## config.mk

```make
export PLATFORM = sky130hd
export DESIGN_NAME = msrv32_store_buffer
export DESIGN_NICKNAME = d
export VERILOG_FILES = /design/src/rtl/msrv32_pkg.sv /design/src/rtl/msrv32_store_fmt.sv /design/src/rtl/msrv32_store_buffer.sv
export SDC_FILE = /design/constraint.sdc
export NUM_CORES = 1
export LEC_CHECK = 0
export ABC_AREA = 1
export ABC_CLOCK_PERIOD_IN_PS = 2360
export BUFFER_PORTS_ARGS = -buffer_cell sky130_fd_sc_hd__buf_4
export CAP_MARGIN = 5
export CORE_MARGIN = 5
export CORE_UTILIZATION = 25
export DETAILED_ROUTE_END_ITERATION = 12
export GPL_TIMING_DRIVEN = 0
export MAX_ROUTING_LAYER = met4
export SKIP_CTS_REPAIR_TIMING = 1
export SKIP_LAST_GASP = 1
export SYNTH_ARGS = -nofsm -noshare
export SYNTH_HDL_FRONTEND = slang
export SYNTH_SLANG_ARGS = --single-unit
```

## constraint.sdc

```tcl
create_clock -name ms_riscv32_mp_clk_in -period 2.36 [get_ports ms_riscv32_mp_clk_in]
set_clock_uncertainty 0.15 [all_clocks]
set_input_delay 0.708 -clock ms_riscv32_mp_clk_in [delete_from_list [all_inputs] [get_ports ms_riscv32_mp_clk_in]]
set_output_delay 0.708 -clock ms_riscv32_mp_clk_in [all_outputs]
set_load 0.1 [all_outputs]
```

## src/rtl/msrv32_pkg.sv

```systemverilog
// Shared definitions for the MS-RV32I store buffer slice.
// Holds the store funct3 codes, the store-buffer state encoding, the base
// byte-enable masks and the bus payload struct used by the buffer.
package msrv32_pkg;

   localparam int unsigned XLEN   = 32;
   localparam int unsigned MASK_W = XLEN / 8;

   // Store size codes (funct3[1:0]); 2'b11 is reserved
   localparam logic [1:0] F3_SB   = 2'b00;
   localparam logic [1:0] F3_SH   = 2'b01;
   localparam logic [1:0] F3_SW   = 2'b10;
   localparam logic [1:0] F3_RSVD = 2'b11;

   // Base byte-enable masks, shifted into place by the byte offset
   localparam logic [MASK_W-1:0] MASK_B   = 4'b0001;
   localparam logic [MASK_W-1:0] MASK_H   = 4'b0011;
   localparam logic [MASK_W-1:0] MASK_ALL = 4'b1111;

   typedef enum logic {
      ST_IDLE = 1'b0,
      ST_PEND = 1'b1
   } sb_state_e;

   // Write payload presented on the data bus
   typedef struct packed {
      logic [XLEN-1:0]   addr;
      logic [XLEN-1:0]   data;
      logic [MASK_W-1:0] mask;
   } store_req_t;

endpackage

```

## src/rtl/msrv32_store_fmt.sv

```systemverilog
// Store formatter: replicates store data across byte lanes, builds the
// byte-enable mask and flags whether the request is aligned and legal.
// Ports:
//   funct3    - store size (SB/SH/SW, 2'b11 reserved)
//   addr_lo   - effective address bits [1:0]
//   rs2       - raw store data
//   data_c    - lane-replicated write data
//   mask_c    - byte enables
//   aligned_c - 1 when size/offset combination is legal (0 for reserved)
module msrv32_store_fmt
   import msrv32_pkg::*;
(
   input  logic [1:0]        funct3,
   input  logic [1:0]        addr_lo,
   input  logic [XLEN-1:0]   rs2,
   output logic [XLEN-1:0]   data_c,
   output logic [MASK_W-1:0] mask_c,
   output logic              aligned_c
);

   // Size decode; reserved code falls through to the not-aligned default
   always_comb begin
      data_c    = rs2;
      mask_c    = '0;
      aligned_c = 1'b0;
      case (funct3)
         F3_SB: begin
            data_c    = {4{rs2[7:0]}};
            mask_c    = MASK_W'(MASK_B << addr_lo);
            aligned_c = 1'b1;
         end
         F3_SH: begin
            data_c    = {2{rs2[15:0]}};
            mask_c    = MASK_W'(MASK_H << {addr_lo[1], 1'b0});
            aligned_c = ~addr_lo[0];
         end
         F3_SW: begin
            data_c    = rs2;
            mask_c    = MASK_ALL;
            aligned_c = (addr_lo == 2'b00);
         end
         default: ;
      endcase
   end

endmodule

```

## src/rtl/msrv32_store_buffer.sv

```systemverilog
// Single-entry store buffer between execute and the data-memory write port.
// Accepts an aligned store, holds it on the bus until dmwr_ready_in, and
// stalls the pipeline only when another memory access arrives mid-drain.
// Optional feature macro: MSRV32_STORE_CNT_EN adds store_cnt_out, a
// wrapping count of completed write handshakes.
// Ports:
//   ms_riscv32_mp_clk_in / ms_riscv32_mp_rst_in - clock, async active-low reset
//   mem_wr_req_in, mem_rd_req_in                 - store / load present
//   funct3_in, iadder_in, rs2_in                 - store size, address, data
//   trap_taken_in                                - blocks acceptance
//   dmwr_ready_in                                - bus accepts the write
//   dmwr_req_out, d_addr_out, data_out, wr_mask_out - registered write bus
//   stall_out                                    - combinational pipeline hold
//   store_cnt_out                                - completed-store count (macro)
module msrv32_store_buffer
   import msrv32_pkg::*;
(
   input  logic              ms_riscv32_mp_clk_in,
   input  logic              ms_riscv32_mp_rst_in,
   input  logic              mem_wr_req_in,
   input  logic              mem_rd_req_in,
   input  logic [1:0]        funct3_in,
   input  logic [XLEN-1:0]   iadder_in,
   input  logic [XLEN-1:0]   rs2_in,
   input  logic              trap_taken_in,
   input  logic              dmwr_ready_in,
   output logic              dmwr_req_out,
   output logic [XLEN-1:0]   d_addr_out,
   output logic [XLEN-1:0]   data_out,
   output logic [MASK_W-1:0] wr_mask_out,
   output logic              stall_out
`ifdef MSRV32_STORE_CNT_EN
   ,output logic [XLEN-1:0]  store_cnt_out
`endif
);

   sb_state_e  state, state_nxt;
   store_req_t bus_q, bus_nxt;
   logic       req_nxt;

   logic [XLEN-1:0]   fmt_data_c;
   logic [MASK_W-1:0] fmt_mask_c;
   logic              fmt_aligned_c;
   logic              accept_c;

   msrv32_store_fmt u_fmt (
      .funct3    (funct3_in),
      .addr_lo   (iadder_in[1:0]),
      .rs2       (rs2_in),
      .data_c    (fmt_data_c),
      .mask_c    (fmt_mask_c),
      .aligned_c (fmt_aligned_c)
   );

   // New entry may load when empty or on the edge the current one drains
   assign accept_c = mem_wr_req_in & ~trap_taken_in & fmt_aligned_c
                   & (funct3_in != F3_RSVD)
                   & ((state == ST_IDLE) | dmwr_ready_in);

   // Stall only while an undrained store blocks another memory access
   assign stall_out = (state == ST_PEND) & ~dmwr_ready_in
                    & (mem_wr_req_in | mem_rd_req_in);

   // Next-state and next bus contents
   always_comb begin
      state_nxt = state;
      bus_nxt   = bus_q;
      req_nxt   = dmwr_req_out;
      case (state)
         ST_IDLE: begin
            if (accept_c) begin
               state_nxt = ST_PEND;
               req_nxt   = 1'b1;
               bus_nxt   = '{addr: {iadder_in[XLEN-1:2], 2'b00},
                             data: fmt_data_c,
                             mask: fmt_mask_c};
            end
         end
         ST_PEND: begin
            if (dmwr_ready_in) begin
               if (accept_c) begin
                  bus_nxt = '{addr: {iadder_in[XLEN-1:2], 2'b00},
                              data: fmt_data_c,
                              mask: fmt_mask_c};
               end else begin
                  state_nxt = ST_IDLE;
                  req_nxt   = 1'b0;
               end
            end
         end
         default: begin
            state_nxt = ST_IDLE;
            req_nxt   = 1'b0;
         end
      endcase
   end

   // State and bus registers; reset discards any buffered entry
   always_ff @(posedge ms_riscv32_mp_clk_in or negedge ms_riscv32_mp_rst_in) begin
      if (!ms_riscv32_mp_rst_in) begin
         state        <= ST_IDLE;
         bus_q        <= '0;
         dmwr_req_out <= 1'b0;
      end else begin
         state        <= state_nxt;
         bus_q        <= bus_nxt;
         dmwr_req_out <= req_nxt;
      end
   end

   assign d_addr_out  = bus_q.addr;
   assign data_out    = bus_q.data;
   assign wr_mask_out = bus_q.mask;

`ifdef MSRV32_STORE_CNT_EN
   // Completed-handshake counter, wraps naturally at 2^32
   always_ff @(posedge ms_riscv32_mp_clk_in or negedge ms_riscv32_mp_rst_in) begin
      if (!ms_riscv32_mp_rst_in) begin
         store_cnt_out <= '0;
      end else if (dmwr_req_out & dmwr_ready_in) begin
         store_cnt_out <= store_cnt_out + XLEN'(1);
      end
   end
`endif

endmodule

```

==> summary.txt, run 1 <==
Power and ir drop
  • Clock power frac: 0.251
  • Sw frac: 0.503
  • Share of power burned in registers: 0.262
  • P_int: 0.00299 W
  • Power density cells: approximately 1200 nW/um^2
  • Pwr Total: 0.00601 W
  • VDD IR max: 0.000542 V
  • Pleak: roughly 2.7 nW
  • P_sw: 0.00302 W
  • Gate power share: 0.487

Timing
  • Tcrit/Tclk final: 0.990
  • Max Slew Vio Count: 0
  • Hold Fails Final Rpt: 0
  • FMAX: approximately 430 MHz
  • WHS: roughly 0.32 ns
  • RSZ-0062 raised after global routing: false
  • Endpoints failing setup: 0
  • Worst-margin pin slew: 0.896 ns
  • Post-layout min period: 2.34 ns
  • Slew margin rel.: 0.403

Layout
  • Filler cell count: 1347
  • Total Nets Final: 630
  • Area Overhead vs Synth: 52.4%
  • Antenna Cells: 0
  • Area of the multi-input gates: ~1300 um^2
  • FF/Latch Area: approximately 1700 um^2
  • Layout cells sized above 1: 0.332

Worst setup path
  • CP arrival: about 1.5 ns
  • Crit Path Max Fanout: 4
  • Critical path class: in -> out
  • Slowest stage delay, CP: 0.24 ns
  • Element type at the critical path end: output pin
  • Setup crit start kind: primary input
  • Required @ worst endpoint: 1.50 ns
  • CP Cell Sequence: buf_4 > or2_1 > buf_6 > nor2_4 > buf_12
  • Slowest-stage cell, CP: or2_1

Route
  • Via count: between 3000 and 4000
  • Residual DRC: 0
  • Via-per-instance ratio: roughly 4.4
  • Iteration-0 DRC Markers: between 200 and 300
  • DR WL/cell: roughly 15 um
  • Antenna-violating nets left: 0
  • Pre-antenna DRT Iters: 5
  • WL final: approximately 11000 um

Synth
  • Combinational family with the most area after synthesis: simple AND/OR/NAND/NOR gates
  • Yosys top cell area share: 0.538
  • Area leader, netlist: dfrtp_1
  • Synth Cell Area: roughly 3200 um^2
  • Top post-synthesis cells by count: nand2_1 (197), nand3_1 (76), dfrtp_1 (68)
  • Synth area leaders: dfrtp_1 (54%), nand2_1 (23%), nand3_1 (12%)
  • Register bit total from synthesis: between 60 and 70
  • Distinct cells, synth: 17
  • Main synth FF type: dfrtp_1
  • Sequential fraction of the synthesis area: 0.538
  • Syn Inst Count: slightly above 400
  • Post-synthesis mux area share: 0
  • Syn avg cell area: about 7.9 um^2
  • Post-Synth Adder-Cell Area: 0
  • Ys async rst share: 1.00
  • Xor and xnor area share after synthesis: 0
  • Synthesis Warnings: 0
  • Simple logic cell fraction of the synthesized area: 0.369
  • Most common cell in the netlist: nand2_1
  • Post-synth EDFFs: 0
  • Synth Area in Compound Gates: 0.0245

Global route
  • Initial antenna violation count: 0
  • Vias in the first global route: 3319
  • Global Route Usage Sum: 0.151
  • Largest net degree at the start of global routing: 69
  • Remaining global-route overflow: 0
  • First-pass GRT wire length: ~17000 um

Clock tree
  • # H-tree levels: 3
  • Root Driver: clkbuf_16
  • CTS tree: yes
  • Skew-Pair Late Insertion Delay: 0.33 ns
  • Clock transition at path regs: roughly 0.060 ns
  • Clk buf depth: 2
  • Clock sink count: between 60 and 70
  • TritonCTS buffer count: 9

Placed design
  • IO Port Bufs: 139
  • Placer Congestion: 0.829
  • Hpwl dp: a little over 8000 um

Hold path
  • Hold Path Class: in -> async

Die
  • Boundary Pins: approximately 140
  • Placeable Area: around 13000 um^2
  • # rows: 41
  • DIE WIDTH: approximately 120 um
  • Die area: roughly 15000 um^2
  • Starting Density: 0.253
  • Die H: 123 um

Flow run
  • MaxCap Viol Count: 0

Outcome
  • Run status: finished clean
power groups by stage:
stage	Clock (W)	Combinational (W)	Sequential [W]
after floorplan	0	0.000333	0.00348
after global placement	0	0.00292	0.00159
after detailed placement	0	0.00294	0.00159
after CTS	0.00154	0.00294	0.00158
after global routing	0.00160	0.00304	0.00161
final	0.00151	0.00293	0.00157
final timing paths:
check | depth (start not counted) | from | slack (ns) | endpoint
setup / recovery | 5 | dmwr_ready_in | 0.02 | stall_out
hold / removal | 1 | ms_riscv32_mp_rst_in | 0.32 | d_addr_out[20]$_DFFE_PN0P_
setup reg to reg | 8 | state$_DFF_PN0_ | 0.43 | data_out[29]$_DFFE_PN0P_
hold reg to reg | 2 | d_addr_out[6]$_DFFE_PN0P_ | 0.32 | d_addr_out[6]$_DFFE_PN0P_
max in group asynchronous | 1 | ms_riscv32_mp_rst_in | 1.11 | data_out[9]$_DFFE_PN0P_
min in group ms_riscv32_mp_clk_in | 2 | d_addr_out[6]$_DFFE_PN0P_ | 0.32 | d_addr_out[6]$_DFFE_PN0P_
sequential cells by signal (all words and copies together) (netlist names):
register,cells
data_out,32
d_addr_out,30
wr_mask_out,4
dmwr_req_out,1
state,1
area by class of cell:
class                           count  area share
Tap cell                          172      0.0446
Clock inverter                      4      0.0145
Buffer                             26      0.0371
Sequential cell                    68       0.353
Timing Repair Buffer              145       0.228
Multi-Input combinational cell    300       0.262
Clock buffer                       12      0.0553
Inverter                            8     0.00623
critical path: cells and delay by family:
kind,cells,cell delay (ns)
AND/OR/NAND/NOR,2,0.33
buffers and inverters,3,0.43
per-layer routing:
| layer | vias to the layer above | global-route usage | share of wire |
|---|---|---|---|
| met1 | 1507 | 0.184 | 0.43 |
| li1 | 1589 | - | - |
| met2 | 131 | 0.237 | 0.47 |
| met5 | - | - | 0 |
| met3 | 21 | 0.0387 | 0.075 |
| met4 | 0 | 0.0658 | 0.021 |
cells by family (layout without fill, tap and decap cells):
family / Yosys count / after routing
AO/OA/AOI/OAI: 14 / 14
buffers and inverters: 36 / 195
flip-flops: 68 / 68
AND/OR/NAND/NOR: 284 / 284
other: 1 / 2
layout by cell type (no fill, tap or decap):
master,instances
buf_4,150
inv_1,6
clkbuf_16,9
nand2_1,197
nor2_1,7
or2_1,1
inv_2,1
buf_2,9
buf_6,6
nand3_1,76
dfrtp_1,68
nand4_1,1
clkbuf_1,5
clkinv_1,1
buf_12,1
clkbuf_8,3
conb_1,2
clkinv_2,2
nor2_4,1
o21ai_0,12
bufinv_16,2
nor2_2,1
o21ai_2,2
metrics by stage:
| stage | area, um^2 | setup TNS [ns] | setup slack, ns | utilization | cells |
|---|---|---|---|---|---|
| 2_1_floorplan | 3190 | -0.276 | -0.276 | - | 404 |
| 3_3_place_gp | 4450 | -0.380 | -0.380 | 0.355 | 715 |
| 3_5_place_dp | 4450 | -0.380 | -0.380 | 0.355 | 715 |
| 4_1_cts | 4780 | -0.381 | -0.381 | 0.382 | 731 |
| 5_1_grt | 4820 | 0 | 0.00506 | 0.385 | 735 |
| 6_report | 4820 | 0 | 0.0227 | 0.385 | 735 |
Power figures use the tool's default switching activity.
==> run 2, diff against run 1 <==
--- a/config.mk
+++ b/config.mk
@@ -18,4 +18,5 @@
 export SKIP_LAST_GASP = 1
 export SYNTH_ARGS = -nofsm -noshare
 export SYNTH_HDL_FRONTEND = slang
+export SYNTH_HIERARCHICAL = 1
 export SYNTH_SLANG_ARGS = --single-unit
==> run 2 against run 1 <==
Area after synthesis rose by 3.8%. First-iteration DRC count fell by 32%. Final area rose by 1.6%. Clock power barely moved. Critical path type unchanged. Total power rose by 2.1%. Sequential share of layout area fell by 0.55 points. Synthesized cell count rose by 3.0%. Final cell count rose by 1.1%.
==> summary.txt, run 2 <==
Placed design
  • DP Cell Count: 727 (+1.7%)
  • Placer Congestion: 0.853 (+2.9%)
  • IO Port Bufs: 139 (unchanged)
  • Hpwl dp: 8420 um (+2.6%)

Timing
  • Post-layout min period: 2.21 ns (-0.129 ns)
  • Setup TNS: 0 ns (unchanged)
  • Tcrit/Tclk final: 0.936 (-0.0548)
  • Slew margin rel.: 0.402 (-0.000495)
  • FMAX: 453 MHz (+5.9%)
  • Hold Fails Final Rpt: 0 (unchanged)
  • Endpoints failing setup: 0 (unchanged)
  • Max Slew Vio Count: 0 (unchanged)
  • Worst-margin pin slew: 0.897 ns (+0.000743 ns)
  • RSZ-0062 raised after global routing: false
  • WHS: 0.333 ns (+0.0162 ns)

Worst setup path
  • CP arrival: 1.35 ns (-0.13 ns)
  • Worst R2R Start: state$_DFF_PN0_
  • Slowest-stage cell, CP: buf_4
  • WP buf/inv: 3 (unchanged)
  • Slowest stage delay, CP: 0.29 ns (+0.05 ns)
  • Crit Path Max Fanout: 4 (unchanged)
  • Critical Path Most Common Cell: buf_4
  • R2r endpoint: d_addr_out[20]$_DFFE_PN0P_
  • Required @ worst endpoint: 1.50 ns (about the same)
  • Setup crit start kind: primary input
  • Worst R2R Setup Slack: 0.76 ns (+0.33 ns)
  • Reg2Reg Depth: 6 (-2)
  • Critical path class: in -> out
  • CP Cell Sequence: buf_4 > inv_1 > nand2_2 > nor2_4 > buf_4
  • Element type at the critical path end: output pin
  • Cell family with most CP delay: buffers and inverters

Route
  • Via count: 3302 (+1.7%)
  • DR WL/cell: 14.9 um (-0.12%)
  • Via-per-instance ratio: 4.44 (+0.57%)
  • Pre-antenna DRT Iters: 4 (-1)
  • Iteration-0 DRC Markers: 203 (-32%)
  • WL final: 11100 um (+0.96%)
  • Residual DRC: 0 (unchanged)
  • Antenna-violating nets left: 0 (unchanged)

Die
  • # rows: 41 (unchanged)
  • Starting Density: 0.258 (+0.00527)
  • Die H: 125 um (+1.7%)
  • Placeable Area: 12700 um^2 (+1.6%)
  • Die area: 15500 um^2 (+3.4%)
  • DIE WIDTH: 125 um (+1.7%)
  • Boundary Pins: 142 (unchanged)

Layout
  • Max FFs per register: 32 (unchanged)
  • Area Overhead vs Synth: 49.2%
  • Total Nets Final: 638 (+1.3%)
  • Antenna Cells: 0 (unchanged)
  • Most common cell after layout, fill and taps aside: nand2_1
  • FF/Latch Area: 1700 um^2 (unchanged)
  • Area of the multi-input gates: 1290 um^2 (+2.5%)
  • Most frequent cells in the layout: nand2_1 (192), buf_4 (152), dfrtp_1 (68)
  • Layout cells sized above 1: 0.343 (+0.0111)
  • Filler cell count: 1367 (+1.5%)
  • Non-Filler Instances: 743 (+1.1%)
  • Final design utilization: 0.385 (about the same)

Outcome
  • Run status: finished clean

Synth
  • Post-synth EDFFs: 0 (unchanged)
  • Most common cell in the netlist: nand2_1
  • Sequential fraction of the synthesis area: 0.518 (-0.0195)
  • Synth Cell Area: 3280 um^2 (+3.8%)
  • Syn avg cell area: 7.91 um^2 (+0.76%)
  • Simple logic cell fraction of the synthesized area: 0.271 (-0.0984)
  • Register bit total from synthesis: 68 (unchanged)
  • Area leader, netlist: dfrtp_1
  • Xor and xnor area share after synthesis: 0 (unchanged)
  • Post-synthesis mux area share: 0 (unchanged)
  • Distinct cells, synth: 19 (+2)
  • Main synth FF type: dfrtp_1
  • Synthesis Warnings: 6 (+6)
  • Synth area leaders: dfrtp_1 (52%), nand2_1 (22%), o21ai_0 (9.8%)
  • Post-Synth Adder-Cell Area: 0 (unchanged)
  • Ys async rst share: 1.00 (unchanged)
  • Combinational family with the most area after synthesis: simple AND/OR/NAND/NOR gates
  • Synth Area in Compound Gates: 0.116 (+0.0913)
  • Yosys top cell area share: 0.518 (-0.0195)
  • Top post-synthesis cells by count: nand2_1 (192), dfrtp_1 (68), o21ai_0 (64)
  • Syn Inst Count: 415 (+3.0%)

Global route
  • Initial antenna violation count: 0 (unchanged)
  • Vias in the first global route: 3372 (+1.6%)
  • Global Route Usage Sum: 0.149 (-0.00170)
  • Largest net degree at the start of global routing: 69 (unchanged)
  • First-pass GRT wire length: 17900 um (+6.8%)
  • Remaining global-route overflow: 0 (unchanged)

Hold path
  • Hold Path Depth: 2
  • Hold Startpoint: d_addr_out[28]$_DFFE_PN0P_
  • Worst Hold End: d_addr_out[28]$_DFFE_PN0P_
  • Hold Path Class: reg -> reg

Power and ir drop
  • Pwr Total: 0.00614 W (+2.1%)
  • Pleak: 2.61 nW (-2.7%)
  • VDD IR max: 0.000622 V (+15%)
  • Power density cells: 1250 nW/um^2 (+0.48%)

Clock tree
  • Clock transition at path regs: 0.05 ns (about the same)
  • # H-tree levels: 3 (unchanged)
  • Clock sink count: 68 (unchanged)
  • TritonCTS buffer count: 9 (unchanged)
  • Clk buf depth: 2 (unchanged)
  • Root Driver: clkbuf_16
  • Skew-Pair Late Insertion Delay: 0.33 ns (about the same)
  • CTS tree: yes

Flow run
  • MaxCap Viol Count: 0 (unchanged)
run 2: power by group:
part	total [W]	switching [W]	internal [W]
registers	0.00159	0.000149	0.00144
logic	0.00306	0.00248	0.000575
clock network	0.00149	0.000506	0.000984
total	0.00614	0.00314	0.00300
run 2: worst reg2reg max path, cell delays in order, from the launching register on:
cell and delay, ns:
dfrtp_1 0.38, nand2_2 0.12, inv_2 0.11, buf_6 0.15, clkbuf_1 0.39, o21ai_0 0.16, nand2_1 0.08
run 2: worst max-delay path by stage:
stage / start / to / slack, ns / cells after the start
finish: dmwr_ready_in / stall_out / 0.15 / 5
global route: funct3_in[1] / d_addr_out[24]$_DFFE_PN0P_ / 0.04 / 12
CTS: funct3_in[1] / d_addr_out[19]$_DFFE_PN0P_ / 0.06 / 13
detailed placement: funct3_in[1] / d_addr_out[19]$_DFFE_PN0P_ / -0.29 / 13
global placement: funct3_in[1] / data_out[0]$_DFFE_PN0P_ / -0.26 / 13
floorplan: dmwr_ready_in / stall_out / 0.19 / 3
run 2: metrics by stage:
step	area (um^2)	setup WS [ns]
4_1_cts	4890	0.0598
2_1_floorplan	3290	0.189
6_report	4900	0.152
5_1_grt	4900	0.0394
3_5_place_dp	4550	-0.295
3_3_place_gp	4550	-0.262
run 2: final cells by class:
| type | instances | area share |
|---|---|---|
| multi-input cells | 302 | 0.264 |
| well taps | 172 | 0.0439 |
| repair buffers | 140 | 0.215 |
| plain buffers | 36 | 0.0536 |
| flip-flops and latches | 68 | 0.347 |
| clock buffers | 11 | 0.0516 |
| inverters | 9 | 0.00792 |
| clock inverters | 5 | 0.0171 |
run 2: routing by layer:
layer  share of wire  routed length [um]  GRT usage
met5               0                   0          -
met4           0.022                 246     0.0600
met1            0.42                4700      0.185
met3           0.081                 895     0.0399
met2            0.47                5260      0.232
run 2: logic make-up after synthesis:
kind of cell | after synthesis
simple gates | 224
compound gates | 76
flops | 68
buf+inv | 46
other cells | 1
==> run 3, diff against run 2 <==
--- a/config.mk
+++ b/config.mk
@@ -14,6 +14,7 @@
 export DETAILED_ROUTE_END_ITERATION = 12
 export GPL_TIMING_DRIVEN = 0
 export MAX_ROUTING_LAYER = met4
+export RECOVER_POWER = 100
 export SKIP_CTS_REPAIR_TIMING = 1
 export SKIP_LAST_GASP = 1
 export SYNTH_ARGS = -nofsm -noshare
==> run 3 against run 2 <==
The run now ends with capacitance limit, slew limit left. Global-route usage unchanged. Final area shrank 3.7%. Utilization down 1.4 points. Routed wire length fell by 0.30%. Combinational power is 6% lower. Non-clock buffer count is the same. Fmax is 1.7% lower. Final cell count unchanged. Critical path depth stayed put. Register-to-register slack gained 0.03 ns. Via count decreased by 0.15%. Clock-buffer cell count stayed put. Critical path type unchanged. Critical endpoint unchanged. Largest power group unchanged.
==> summary.txt, run 3 (synthesis results as in run 2) <==
Route
  • DR WL/cell: 14.9 um (-0.30%)
  • Residual DRC: 0 (unchanged)
  • WL final: 11100 um (-0.30%)
  • Iteration-0 DRC Markers: 165 (-19%)
  • Antenna-violating nets left: 0 (unchanged)
  • Pre-antenna DRT Iters: 5 (+1)
  • Via count: 3297 (-0.15%)
  • Via-per-instance ratio: 4.44 (-0.15%)

Flow run
  • MaxCap Viol Count: 1 (+1)

Worst setup path
  • Element type at the critical path end: output pin
  • R2r endpoint: d_addr_out[20]$_DFFE_PN0P_
  • Critical path class: in -> out
  • CP arrival: 1.39 ns (+0.04 ns)
  • WP buf/inv: 3 (unchanged)
  • Reg2Reg Depth: 6 (unchanged)
  • Required @ worst endpoint: 1.50 ns (about the same)
  • Cell family with most CP delay: buffers and inverters
  • CP Cell Sequence: buf_4 > inv_1 > nand2_2 > nor2_4 > clkbuf_4
  • Worst R2R Start: state$_DFF_PN0_
  • Slowest-stage cell, CP: clkbuf_4
  • Crit Path Max Fanout: 4 (unchanged)
  • Setup crit start kind: primary input
  • Slowest stage delay, CP: 0.33 ns (+0.04 ns)
  • Worst R2R Setup Slack: 0.79 ns (+0.03 ns)

Clock tree
  • Clk buf depth: 2 (unchanged)
  • Clock sink count: 68 (unchanged)
  • CTS tree: yes
  • Root Driver: clkbuf_16
  • # H-tree levels: 3 (unchanged)
  • TritonCTS buffer count: 9 (unchanged)
  • Clock transition at path regs: 0.05 ns (about the same)
  • Skew-Pair Late Insertion Delay: 0.33 ns (about the same)

Die
  • # rows: 41 (unchanged)
  • Die area: 15500 um^2 (unchanged)
  • Starting Density: 0.258 (unchanged)
  • Die H: 125 um (unchanged)
  • Boundary Pins: 142 (unchanged)
  • Placeable Area: 12700 um^2 (unchanged)
  • DIE WIDTH: 125 um (unchanged)

Timing
  • Max Slew Vio Count: 69 (+69)
  • FMAX: 445 MHz (-1.7%)
  • RSZ-0062 raised after global routing: false
  • Post-layout min period: 2.25 ns (+0.0381 ns)
  • Worst-margin pin slew: 1.57 ns (+0.671 ns)
  • WHS: 0.331 ns (-0.00222 ns)
  • Endpoints failing setup: 0 (unchanged)
  • Hold Fails Final Rpt: 0 (unchanged)
  • Tcrit/Tclk final: 0.952 (+0.0161)
  • Slew margin rel.: -0.0453 (-0.448)

Outcome
  • Failing checks: capacitance limit, slew limit
  • Run status: finished, violations left

Global route
  • First-pass GRT wire length: 17900 um (unchanged)
  • Largest net degree at the start of global routing: 69 (unchanged)
  • Initial antenna violation count: 0 (unchanged)
  • Vias in the first global route: 3372 (unchanged)
  • Remaining global-route overflow: 0 (unchanged)
  • Global Route Usage Sum: 0.149 (unchanged)

Hold path
  • Hold Path Class: reg -> reg
  • Worst Hold End: d_addr_out[28]$_DFFE_PN0P_
  • Hold Startpoint: d_addr_out[28]$_DFFE_PN0P_
  • Hold Path Depth: 2 (unchanged)

Layout
  • Most common cell after layout, fill and taps aside: nand2_1
  • Layout cells sized above 1: 0.340 (-0.00350)
  • Antenna Cells: 0 (unchanged)
  • Max FFs per register: 32 (unchanged)
  • Total Nets Final: 638 (unchanged)
  • Final design utilization: 0.371 (-0.0143)
  • Most frequent cells in the layout: nand2_1 (192), buf_4 (83), clkbuf_2 (70)
  • Area Overhead vs Synth: 43.7%

Power and ir drop
  • Pleak: 2.56 nW (-2.1%)
  • Power density cells: 1260 nW/um^2 (+0.81%)
  • VDD IR max: 0.000597 V (-4.0%)
  • Pwr Total: 0.00596 W (-2.9%)

Placed design
  • Hpwl dp: 8420 um (unchanged)
  • IO Port Bufs: 139 (unchanged)
  • Placer Congestion: 0.853 (unchanged)
==> run 3: cell count changes in the layout (fill, tap and decap cells not counted) <==
cell / delta
buf_4: -69
clkbuf_2: +68
buf_6: -1
clkbuf_1: +1
clkbuf_4: +1
o21ai_0: +1
o21ai_2: -1
==> run 3: metrics by stage <==
step	setup TNS (ns)	setup slack [ns]	instance area, um^2	instances
CTS	0	0.0598	4890	743
floorplan	0	0.189	3290	416
detailed placement	-13.22	-0.295	4550	727
global placement	-12.36	-0.262	4550	727
global route	0	0.0318	4720	743
finish	0	0.114	4720	743
==> run 3: final cells by class <==
type,count,area (um^2)
Clock inverter,5,83.8
Sequential cell,68,1700
Tap cell,172,215
Timing Repair Buffer,140,877
Inverter,9,38.8
Buffer,36,259
Clock buffer,11,253
Fill cell,1402,8010
Multi-Input combinational cell,302,1290
==> run 3: how the worst max path moves through the flow <==
stage                     depth (start not counted)                         end           from  slack [ns]
after detailed placement                         13  d_addr_out[19]$_DFFE_PN0P_   funct3_in[1]       -0.29
final                                             5                   stall_out  dmwr_ready_in        0.11
after CTS                                        13  d_addr_out[19]$_DFFE_PN0P_   funct3_in[1]        0.06
after floorplan                                   3                   stall_out  dmwr_ready_in        0.19
after global routing                             13     data_out[9]$_DFFE_PN0P_   funct3_in[1]        0.03
after global placement                           13     data_out[0]$_DFFE_PN0P_   funct3_in[1]       -0.26
==> run 3: power breakdown <==
| part | switching, W | total, W | internal, W |
|---|---|---|---|
| Clock | 0.000508 | 0.00149 | 0.000984 |
| Sequential | 0.000143 | 0.00158 | 0.00144 |
| Combinational | 0.00249 | 0.00288 | 0.000399 |
==> run 3: worst register-to-register path: cells and delay by family (launching register included) <==
| kind | cells | cell delay, ns |
|---|---|---|
| compound gates | 1 | 0.16 |
| buf+inv | 3 | 0.63 |
| flops | 1 | 0.38 |
| simple gates | 2 | 0.20 |
==> run 3: metal layers <==
metal	part of all wire	GRT usage	vias to the layer above
li1	-	-	1605
met1	0.43	0.185	1545
met2	0.48	0.232	127
met3	0.075	0.0399	20
met4	0.021	0.0600	0
met5	0	-	-
